File: src/rtl/router_pkt_rx.sv
// Destination-side packet receiver: drains a router output FIFO, checks parity, streams payload.
// Optional macro RX_STATS_EN builds saturating good-packet / error-packet counters.
module router_pkt_rx #(
  parameter int TIMEOUT = 31,
  parameter int CNT_W   = 16
) (
  input  logic             clock,
  input  logic             reset,
  input  logic             rx_en,
  input  logic             empty,
  input  logic [7:0]       fifo_data,
  output logic             re,
  output logic             soft_reset,
  output logic             sop,
  output logic [5:0]       hdr_len,
  output logic [1:0]       hdr_addr,
  output logic [7:0]       data_out,
  output logic             data_valid,
  output logic             pkt_done,
  output logic             parity_err,
  output logic             timeout_err,
  output logic [CNT_W-1:0] pkt_cnt,
  output logic [CNT_W-1:0] err_cnt
);

  typedef enum logic [1:0] {HDR, PAY, PAR} state_t;

  // The abort fires on the edge that would take tcnt to TIMEOUT, so the pulses are registered.
  localparam logic [7:0] TMO_LAST = 8'(TIMEOUT - 1);

  state_t     state, state_next;
  logic       byte_arr;
  logic [7:0] acc, acc_next;
  logic [7:0] tcnt, tcnt_next;
  logic [5:0] remaining, remaining_next;
  logic [5:0] hdr_len_next;
  logic [1:0] hdr_addr_next;
  logic [7:0] data_out_next;
  logic       sop_next, data_valid_next, pkt_done_next;
  logic       parity_err_next, timeout_err_next, soft_reset_next;

  assign re = rx_en && !empty && !reset && !soft_reset;

  always_ff @(posedge clock) begin
    if (reset) begin
      state       <= HDR;
      byte_arr    <= 1'b0;
      acc         <= '0;
      tcnt        <= '0;
      remaining   <= '0;
      hdr_len     <= '0;
      hdr_addr    <= '0;
      data_out    <= '0;
      sop         <= 1'b0;
      data_valid  <= 1'b0;
      pkt_done    <= 1'b0;
      parity_err  <= 1'b0;
      timeout_err <= 1'b0;
      soft_reset  <= 1'b0;
    end else begin
      state       <= state_next;
      byte_arr    <= re;
      acc         <= acc_next;
      tcnt        <= tcnt_next;
      remaining   <= remaining_next;
      hdr_len     <= hdr_len_next;
      hdr_addr    <= hdr_addr_next;
      data_out    <= data_out_next;
      sop         <= sop_next;
      data_valid  <= data_valid_next;
      pkt_done    <= pkt_done_next;
      parity_err  <= parity_err_next;
      timeout_err <= timeout_err_next;
      soft_reset  <= soft_reset_next;
    end
  end

  always_comb begin
    state_next       = state;
    acc_next         = acc;
    tcnt_next        = tcnt;
    remaining_next   = remaining;
    hdr_len_next     = hdr_len;
    hdr_addr_next    = hdr_addr;
    data_out_next    = data_out;
    sop_next         = 1'b0;
    data_valid_next  = 1'b0;
    pkt_done_next    = 1'b0;
    parity_err_next  = 1'b0;
    timeout_err_next = 1'b0;
    soft_reset_next  = 1'b0;
    case (state)
      PAY, PAR: begin
        if (byte_arr) begin
          tcnt_next = '0;
          if (state == PAY) begin
            data_out_next   = fifo_data;
            data_valid_next = 1'b1;
            acc_next        = acc ^ fifo_data;
            remaining_next  = remaining - 6'd1;
            if (remaining == 6'd1) state_next = PAR;
          end else begin
            pkt_done_next   = 1'b1;
            parity_err_next = (acc != fifo_data);
            state_next      = HDR;
          end
        end else if (rx_en) begin
          // Stall counting only advances while the client is willing to read.
          if (tcnt == TMO_LAST) begin
            pkt_done_next    = 1'b1;
            timeout_err_next = 1'b1;
            soft_reset_next  = 1'b1;
            tcnt_next        = '0;
            state_next       = HDR;
          end else begin
            tcnt_next = tcnt + 8'd1;
          end
        end
      end
      default: begin
        tcnt_next = '0;
        if (byte_arr) begin
          hdr_len_next   = fifo_data[7:2];
          hdr_addr_next  = fifo_data[1:0];
          acc_next       = fifo_data;
          remaining_next = fifo_data[7:2];
          sop_next       = 1'b1;
          state_next     = (fifo_data[7:2] != 6'd0) ? PAY : PAR;
        end else begin
          state_next = HDR;
        end
      end
    endcase
  end

`ifdef RX_STATS_EN
  always_ff @(posedge clock) begin
    if (reset) begin
      pkt_cnt <= '0;
      err_cnt <= '0;
    end else if (pkt_done) begin
      if (parity_err || timeout_err) begin
        if (err_cnt != '1) err_cnt <= err_cnt + CNT_W'(1);
      end else if (pkt_cnt != '1) begin
        pkt_cnt <= pkt_cnt + CNT_W'(1);
      end
    end
  end
`else
  assign pkt_cnt = '0;
  assign err_cnt = '0;
`endif

endmodule

File: config.mk
export PLATFORM = sky130hd
export DESIGN_NAME = router_pkt_rx
export DESIGN_NICKNAME = d
export VERILOG_FILES = /design/src/rtl/router_pkt_rx.sv
export SDC_FILE = /design/constraint.sdc
export NUM_CORES = 1
export LEC_CHECK = 0
export ABC_AREA = 1
export CAP_MARGIN = 20
export CELL_PAD_IN_SITES_DETAIL_PLACEMENT = 1
export CELL_PAD_IN_SITES_GLOBAL_PLACEMENT = 1
export CORE_AREA = 2 2 119 63
export CTS_BUF_LIST = sky130_fd_sc_hd__clkbuf_4
export DETAILED_ROUTE_END_ITERATION = 10
export DIE_AREA = 0 0 121 65
export GPL_TIMING_DRIVEN = 1
export PLACE_DENSITY_LB_ADDON = 0.05
export SETUP_SLACK_MARGIN = 0.4
export SLEW_MARGIN = 5
export SYNTH_ARGS = -nofsm -noshare
export SYNTH_HDL_FRONTEND = slang
export SYNTH_SLANG_ARGS = --single-unit
File: constraint.sdc
create_clock -name clock -period 1.84 [get_ports clock]
set_clock_uncertainty 0.1 [all_clocks]
set_input_delay 0.368 -clock clock [delete_from_list [all_inputs] [get_ports clock]]
set_output_delay 0.368 -clock clock [all_outputs]
set_load 0.05 [all_outputs]
Word level (Yosys, flattened, before mapping)
Cells that the tools add are included.

storage, ports and cells
  input bits = 12
  output and inout bits = 55
  word-level logic and storage cells = 67
  register bits after elaboration = 46

operators by class
  reduce and logical (&&, ||, !) cells = 17
  multiplexer cells = 23
  bitwise logic cells = 3
  add/sub/neg operators = 2
  equal/unequal tests = 9

operators by type and width
  operator                                          count
  two-way mux 8 bit                                 5
  two-way mux 6 bit                                 4
  two-way mux 2 bit                                 8
  OR reduction 3 bit                                3
  adder 8 x 1 -> 8 bit, second input constant       1
  == test 8 x 5 -> 1 bit, second input constant     1
  != test 8 bit                                     1
  bitwise XOR 8 bit                                 1
  == test 6 x 1 -> 1 bit, second input constant     1
  two-way mux 1 bit                                 6
  != test 3 bit, second input constant              2
  AND reduction 3 bit                               2
  nonzero test 6 bit                                1
  subtractor 6 x 1 -> 6 bit, second input constant  1
  != test 4 bit, second input constant              1
  AND reduction 2 bit                               2
  OR reduction 2 bit                                2
  OR reduction 4 bit                                1
  logical AND 1 bit                                 3
  logical NOT 1 bit                                 3
  == test 2 x 1 -> 1 bit, second input constant     1
  == test 2 bit, second input constant              1
  != test 2 bit, second input constant              1
  NOT 1 bit                                         2

Longest topological paths before layout
Gate-level depths: netlist of the first run.

  depth in word-level cells = 5
  mapped depth = 9
  gate-level depth less buffers = 9

Worst setup path before layout of the first run
No wires, ideal clock.

  path type = input -> output
  start = in reset
  end = out re
  data required time = 1372 ps
  cell stages on the path = 2
  data arrival time = 2107 ps
  path buffers = 1
  slack = -735 ps
  cells stage by stage = clkbuf_1 nor4_1

between the ends
  word-level cells in the longest chain between the ends = 3

ends and longest elaborated chain
  what                            RTL line  RTL
  start, declared                 8         input logic reset,
  logical NOT 1 bit               42        assign re = rx_en && !empty && !reset && !soft_reset;
  logical AND 1 bit (2 in a row)  42
  end, declared                   12        output logic re,

Every way passes these cells.

Final worst setup path of the first run
Same ends and word-level chain as after synthesis.

==> results of run 1 <==
==> Yosys cell counts, types with 2 or more instances <==
master / number / area share
nand2_1: 38 / 0.061
xor2_1: 7 / 0.026
nor2_2: 2 / 0.0053
clkbuf_1: 4 / 0.0064
xnor2_1: 4 / 0.015
nor3b_1: 2 / 0.0064
ha_1: 6 / 0.032
or2_2: 4 / 0.011
nor4_1: 3 / 0.0080
buf_4: 35 / 0.11
dfxtp_1: 46 / 0.39
nor3_1: 3 / 0.0064
inv_1: 27 / 0.043
nand3_2: 2 / 0.0085
a21oi_1: 34 / 0.072
nand3_1: 5 / 0.011
a211oi_1: 2 / 0.0064
o21ai_0: 33 / 0.070
buf_2: 3 / 0.0064
nor2_1: 38 / 0.061
==> stage by stage <==
stage / setup slack [ns] / utilization / hold WS, ns / total power, W
after floorplan: 0.220 / - / 0.343 / 0.00201
after CTS: 0.239 / 0.434 / 0.229 / 0.00292
after detailed placement: -0.0829 / 0.397 / 0.370 / 0.00217
after global routing: 0.207 / 0.487 / 0.240 / 0.00351
after global placement: -0.0352 / 0.397 / 0.366 / 0.00215
final: 0.256 / 0.487 / 0.245 / 0.00330
==> what timing repair did <==
item | in CTS | in global routing
setup buffers | 5 | 8
pin swaps | 9 | 24
setup endpoints to repair | 50 | 60
resized for setup | 60 | 90
cloned | 3 | 0
==> worst max-delay path by stage <==
stage,startpoint,to,cells after the start
after floorplan,reset,re,2
after global placement,reset,tcnt[2]$_SDFFE_PP0P_,7
after detailed placement,reset,tcnt[2]$_SDFFE_PP0P_,7
after CTS,timeout_err$_SDFF_PP0_,re,2
after global routing,timeout_err$_SDFF_PP0_,re,2
final,reset,re,3
==> registers in the layout, indices dropped and copies added (netlist names) <==
signal / flops
sop: 1
byte_arr: 1
data_valid: 1
acc: 8
pkt_done: 1
hdr_len: 6
timeout_err: 1
hdr_addr: 2
state: 2
parity_err: 1
remaining: 6
tcnt: 8
data_out: 8
==> power by group <==
part           total, W  switching (W)  internal (W)
combinational   0.00164       0.000969      0.000673
sequential      0.00115      0.0000729       0.00108
clock          0.000505       0.000331      0.000175
total           0.00330        0.00137       0.00193
==> logic make-up after synthesis <==
family,synth area share
XOR/XNOR,0.0410
other,0.00160
AND/OR/NAND/NOR,0.197
flip-flops,0.392
buffers and inverters,0.174
adder cells (fa/ha/maj),0.0320
AO/OA/AOI/OAI,0.162
==> per-layer routing <==
metal	wire length, um	GRT usage	vias up
met2	2930	0.258	52
met3	375	0.0475	2
met5	0	0	-
met4	24	0.0378	0
met1	3750	0.281	1000
li1	-	-	1069
==> layout make-up <==
class                      count  area (um2)  area share
multi-input combinational    223        1450       0.429
sequential                    46         948       0.280
timing repair buffer          64         676       0.199
inverter                      28         125      0.0369
tap                           96         120      0.0354
clock buffer                   7        52.6      0.0155
timing repair inverter         2        15.0     0.00443
==> worst max-delay path, delay by kind of cell <==
kind          cells  cell delay [ns]
simple gates      1             0.28
buf+inv           2             0.47
==> reports/metrics.json, run 1 <==
{
  "cts": {
    "numCtsBuffers": 5,
    "ctsHtreeMaxLevel": 2,
    "root_buffer": "clkbuf_4",
    "cts_tree": "yes",
    "cts_hold_buffers": 0,
    "clock_pin_slew_on_the_worst_setup_and_hold_paths_ns": 0.14,
    "clock_path_buffers": 2,
    "cts_num_sinks": 46,
    "clock_latency_ns": 0.36
  },
  "floorplan": {
    "design.core.area_mm2": 0.00696,
    "horizontal_die_dimension_um": 121,
    "die_h_um": 65,
    "die_area_mm2": 0.00787,
    "cell_row_count": 22,
    "floorplan.initialDensity": 0.337,
    "top_level_ports": 67
  },
  "worst_hold_path": {
    "timing.hold.worst.class": "in2reg",
    "hold_start": "empty",
    "worstHoldPathCells": 2,
    "hold_ep": "byte_arr$_SDFF_PP0_"
  },
  "layout": {
    "antenna_diodes": 0,
    "nFillCells": 818,
    "mostFrequentLayoutCells": "nand2_1 (33), conb_1 (32), dfxtp_1 (30), nor2_1 (25)",
    "finished_layout_cell_area_mm2": 0.00339,
    "mostFrequentLayoutCell": "nand2_1",
    "area_growth_pct": 44.3,
    "drive_gt1_frac": 0.408,
    "instances_no_fill": 466,
    "number_of_nets_at_the_end_of_the_flow": 388
  },
  "power": {
    "power.ir.vdd_worst_uv": 344,
    "power.density_mw_per_mm2": 974,
    "p_leak_nw": 1.37
  },
  "logic_synthesis": {
    "ys_seq_elements": 46,
    "count_of_yosys_warnings_during_synthesis": 0,
    "synthesis.area_mm2": 0.00235,
    "netlist-cell-type-count": 31,
    "postSynthCellCount": 309,
    "yosysSeqAreaShare": 0.392,
    "synth_ff_type": "dfxtp_1",
    "average_footprint_of_a_synthesized_cell_um2": 7.60,
    "number_of_enable_flip_flop_cells_after_synthesis": 0,
    "async_flop_share": 0
  },
  "setup_path": {
    "timing_worst_setup_path_type": "in2out",
    "worst-path-max-fanout": 3,
    "reg2reg_slack_ns": 0.28,
    "critical_path.max_stage_delay_ns": 0.29,
    "worst_r2r_startpoint": "state[0]$_SDFFE_PP0P_",
    "reg2reg_depth": 8,
    "cp_cell_sequence": "dlygate4sd2_1, nor4_4, buf_12",
    "timing.critical_path.from_type": "input port",
    "cpMaxStageDelayCell": "dlygate4sd2_1",
    "cp-end-kind": "output pin",
    "cp_data_arrival_time_ns": 1.12,
    "worstPathRequired_ns": 1.37,
    "capturing_point_of_the_worst_reg2reg_path": "state[1]$_SDFFE_PP0P_"
  },
  "place": {
    "postPlaceCellArea_mm2": 0.00276,
    "placed_cell_count": 443,
    "gpl.final_weighted_congestion": 0.777,
    "port_buffers": 34,
    "detailed_place_hpwl_um": 4940
  },
  "global_route": {
    "groute.usage.overall": 0.185,
    "grt_start_max_net_pins": 27,
    "first_global_vias": 2066,
    "grt_pass1_wl_um": 11000,
    "number_of_antenna_violations_at_the_first_check_in_global_routing": 0,
    "grt_overflow": 0
  },
  "routing": {
    "route.detailed.drc": 0,
    "route.antenna.remaining_nets": 0,
    "avgViaCountPerCell": 4.56,
    "via_count": 2123,
    "wl_per_cell_um": 15.2,
    "first_pass_iters": 4,
    "drt_iter0_markers": 74,
    "finalWirelength_um": 7080
  },
  "run_status": {
    "run_status": "finished, final reports clean"
  },
  "sta": {
    "final_hold_viol_count": 0,
    "period_minus_slack_ns": 1.58,
    "timing.final.max_slew_violations": 0,
    "setup_violations": 0,
    "share_of_the_clock_period_used_by_the_worst_path": 0.861,
    "totalNegativeSetupSlack_ns": 0,
    "grt_setup_unrepaired": "true",
    "max_freq_mhz": 631
  },
  "job": {
    "timing.max_cap.violations": 0
  }
}
(Power assumes the default switching activity.)
==> run 2: changes to the inputs <==
Settings changed: ABC_CLOCK_PERIOD_IN_PS from default to 1840.
==> results of run 2 <==
No change in the layout: final DEF, timing and power equal those of run 1.
==> run 3: changes to the inputs <==
Settings changed: ABC_CLOCK_PERIOD_IN_PS 1840 to 2000, CELL_PAD_IN_SITES_GLOBAL_PLACEMENT 1 to 2, CORE_AREA 2 2 119 63 to 2 2 131 69, DIE_AREA 0 0 121 65 to 0 0 133 71, SETUP_SLACK_MARGIN 0.4 to 0.05.
Clock period 1.84 ns to 2 ns, I/O delays scaled along.
==> reports/metrics.json, run 3 (synthesis results as in run 1) <==
{
  "run_status": {
    "run_status": "finished, final reports clean"
  },
  "cts": {
    "cts_hold_buffers": 0,
    "cts_tree": "yes",
    "clock_path_buffers": 2,
    "root_buffer": "clkbuf_4",
    "ctsHtreeMaxLevel": 2,
    "numCtsBuffers": 5,
    "cts_num_sinks": 46,
    "clock_pin_slew_on_the_worst_setup_and_hold_paths_ns": 0.14,
    "clock_latency_ns": 0.37
  },
  "layout": {
    "drive_gt1_frac": 0.158,
    "finalCoreUtilization": 0.337,
    "area_growth_pct": 20.1,
    "top_regs": "acc: 8 flops, data_out: 8 flops, tcnt: 8 flops",
    "antenna_diodes": 0,
    "regArea_um2": 921,
    "mostFrequentLayoutCells": "dfxtp_1 (46), nand2_1 (38), nor2_1 (38), a21oi_1 (34), o21ai_0 (33)",
    "finished_layout_cell_area_mm2": 0.00282,
    "number_of_nets_at_the_end_of_the_flow": 372,
    "mostFrequentLayoutCell": "dfxtp_1",
    "multiInputGateArea_mm2": 0.00115,
    "nFillCells": 1035
  },
  "routing": {
    "route.detailed.drc": 0,
    "met2_wirelength_um": 2240,
    "finalWirelength_um": 6290,
    "drt_iter0_markers": 46,
    "avgViaCountPerCell": 4.21,
    "route.antenna.remaining_nets": 0,
    "dr.max_layer_used": "met4",
    "routed-wl-met3_um": 315,
    "via_count": 1986,
    "first_pass_iters": 4,
    "wl_per_cell_um": 13.3,
    "detail_route.wirelength.met1_um": 3680
  },
  "worst_hold_path": {
    "hold_start": "rx_en",
    "hold_ep": "byte_arr$_SDFF_PP0_",
    "timing.hold.worst.class": "in2reg",
    "worstHoldPathCells": 3
  },
  "setup_path": {
    "critical_path.top_delay_family": "buffers and inverters",
    "reg2reg_depth": 7,
    "worstPathRequired_ns": 1.50,
    "worst_r2r_startpoint": "state[0]$_SDFFE_PP0P_",
    "cp_data_arrival_time_ns": 1.37,
    "critical_path.max_stage_delay_ns": 0.49,
    "cpMaxStageDelayCell": "clkdlybuf4s50_1",
    "capturing_point_of_the_worst_reg2reg_path": "state[1]$_SDFFE_PP0P_",
    "cp-end-kind": "output pin",
    "timing.critical_path.from_type": "input port",
    "worst-path-max-fanout": 2,
    "reg2reg_slack_ns": 0.19,
    "cp_cell_sequence": "clkdlybuf4s50_1, nor4_4, buf_12",
    "worstPathBufferInverterCount": 2,
    "timing_worst_setup_path_type": "in2out"
  },
  "job": {
    "timing.max_cap.violations": 0
  },
  "sta": {
    "final_hold_viol_count": 0,
    "finalWorstSetupSlack_ns": 0.127,
    "max_freq_mhz": 534,
    "share_of_the_clock_period_used_by_the_worst_path": 0.937,
    "setup_violations": 0,
    "grt_setup_unrepaired": "false",
    "totalNegativeSetupSlack_ns": 0,
    "timing.final.max_slew_violations": 0,
    "period_minus_slack_ns": 1.87
  },
  "global_route": {
    "grt_start_max_net_pins": 20,
    "groute.usage.overall": 0.144,
    "first_global_vias": 1991,
    "grt_overflow": 0,
    "number_of_antenna_violations_at_the_first_check_in_global_routing": 0,
    "grt_pass1_wl_um": 10400
  },
  "place": {
    "postPlaceCellArea_mm2": 0.00277,
    "port_buffers": 34,
    "dp_slack_ns": 0.00461,
    "detailed_place_hpwl_um": 5070,
    "gpl.final_weighted_congestion": 0.717
  },
  "floorplan": {
    "die_h_um": 71,
    "floorplan.initialDensity": 0.280,
    "top_level_ports": 67,
    "cell_row_count": 24,
    "die_area_mm2": 0.00944,
    "design.core.area_mm2": 0.00838,
    "horizontal_die_dimension_um": 133
  },
  "power": {
    "power.ir.vdd_worst_uv": 325,
    "power.density_mw_per_mm2": 867,
    "p_leak_nw": 1.23
  }
}
-- run 3: worst max path at each step --
stage	from	end	slack, ns	depth (start not counted)
5_1_grt	state[0]$_SDFFE_PP0P_	state[1]$_SDFFE_PP0P_	0.06	7
6_report	reset	re	0.13	3
2_1_floorplan	reset	re	0.21	2
3_5_place_dp	reset	tcnt[6]$_SDFFE_PP0P_	0.005	7
4_1_cts	reset	re	0.11	3
3_3_place_gp	reset	re	0.03	3
-- run 3: worst reg2reg max path, stage by stage, from the launching register on --
cell and delay, ns:
dfxtp_1 0.38, inv_1 0.05, ha_1 0.37, buf_4 0.22
nor2_1 0.14, o21ai_0 0.19, a21oi_1 0.20, nor2_1 0.06
-- run 3: stage by stage --
stage / std cells / power (W) / hold slack [ns]
6_report: 472 / 0.00245 / 0.362
5_1_grt: 472 / 0.00265 / 0.337
4_1_cts: 472 / 0.00250 / 0.333
3_5_place_dp: 464 / 0.00202 / 0.367
3_3_place_gp: 464 / 0.00201 / 0.369
2_1_floorplan: 340 / 0.00179 / 0.343
-- run 3: report_power, final --
part           switching (W)  internal [W]
logic               0.000648      0.000309
clock network       0.000310      0.000146
registers          0.0000464      0.000986
total                0.00100       0.00144
-- run 3: repair_timing --
action                     in CTS  in global routing
setup buffers                   0                  0
resized for setup               5                  0
setup endpoints to repair       5                  0
-- run 3: final cells by class --
type	instances	area share
clock buffers	6	0.0160
multi-input cells	223	0.408
repair buffers	50	0.157
clock inverters	2	0.00311
inverters	28	0.0373
flip-flops and latches	46	0.327
well taps	117	0.0519
-- run 3: routing by layer --
layer	vias up	GRT usage
met5	-	0
met4	0	0.0394
met3	8	0.0437
met1	900	0.220
met2	52	0.192
li1	1026	-
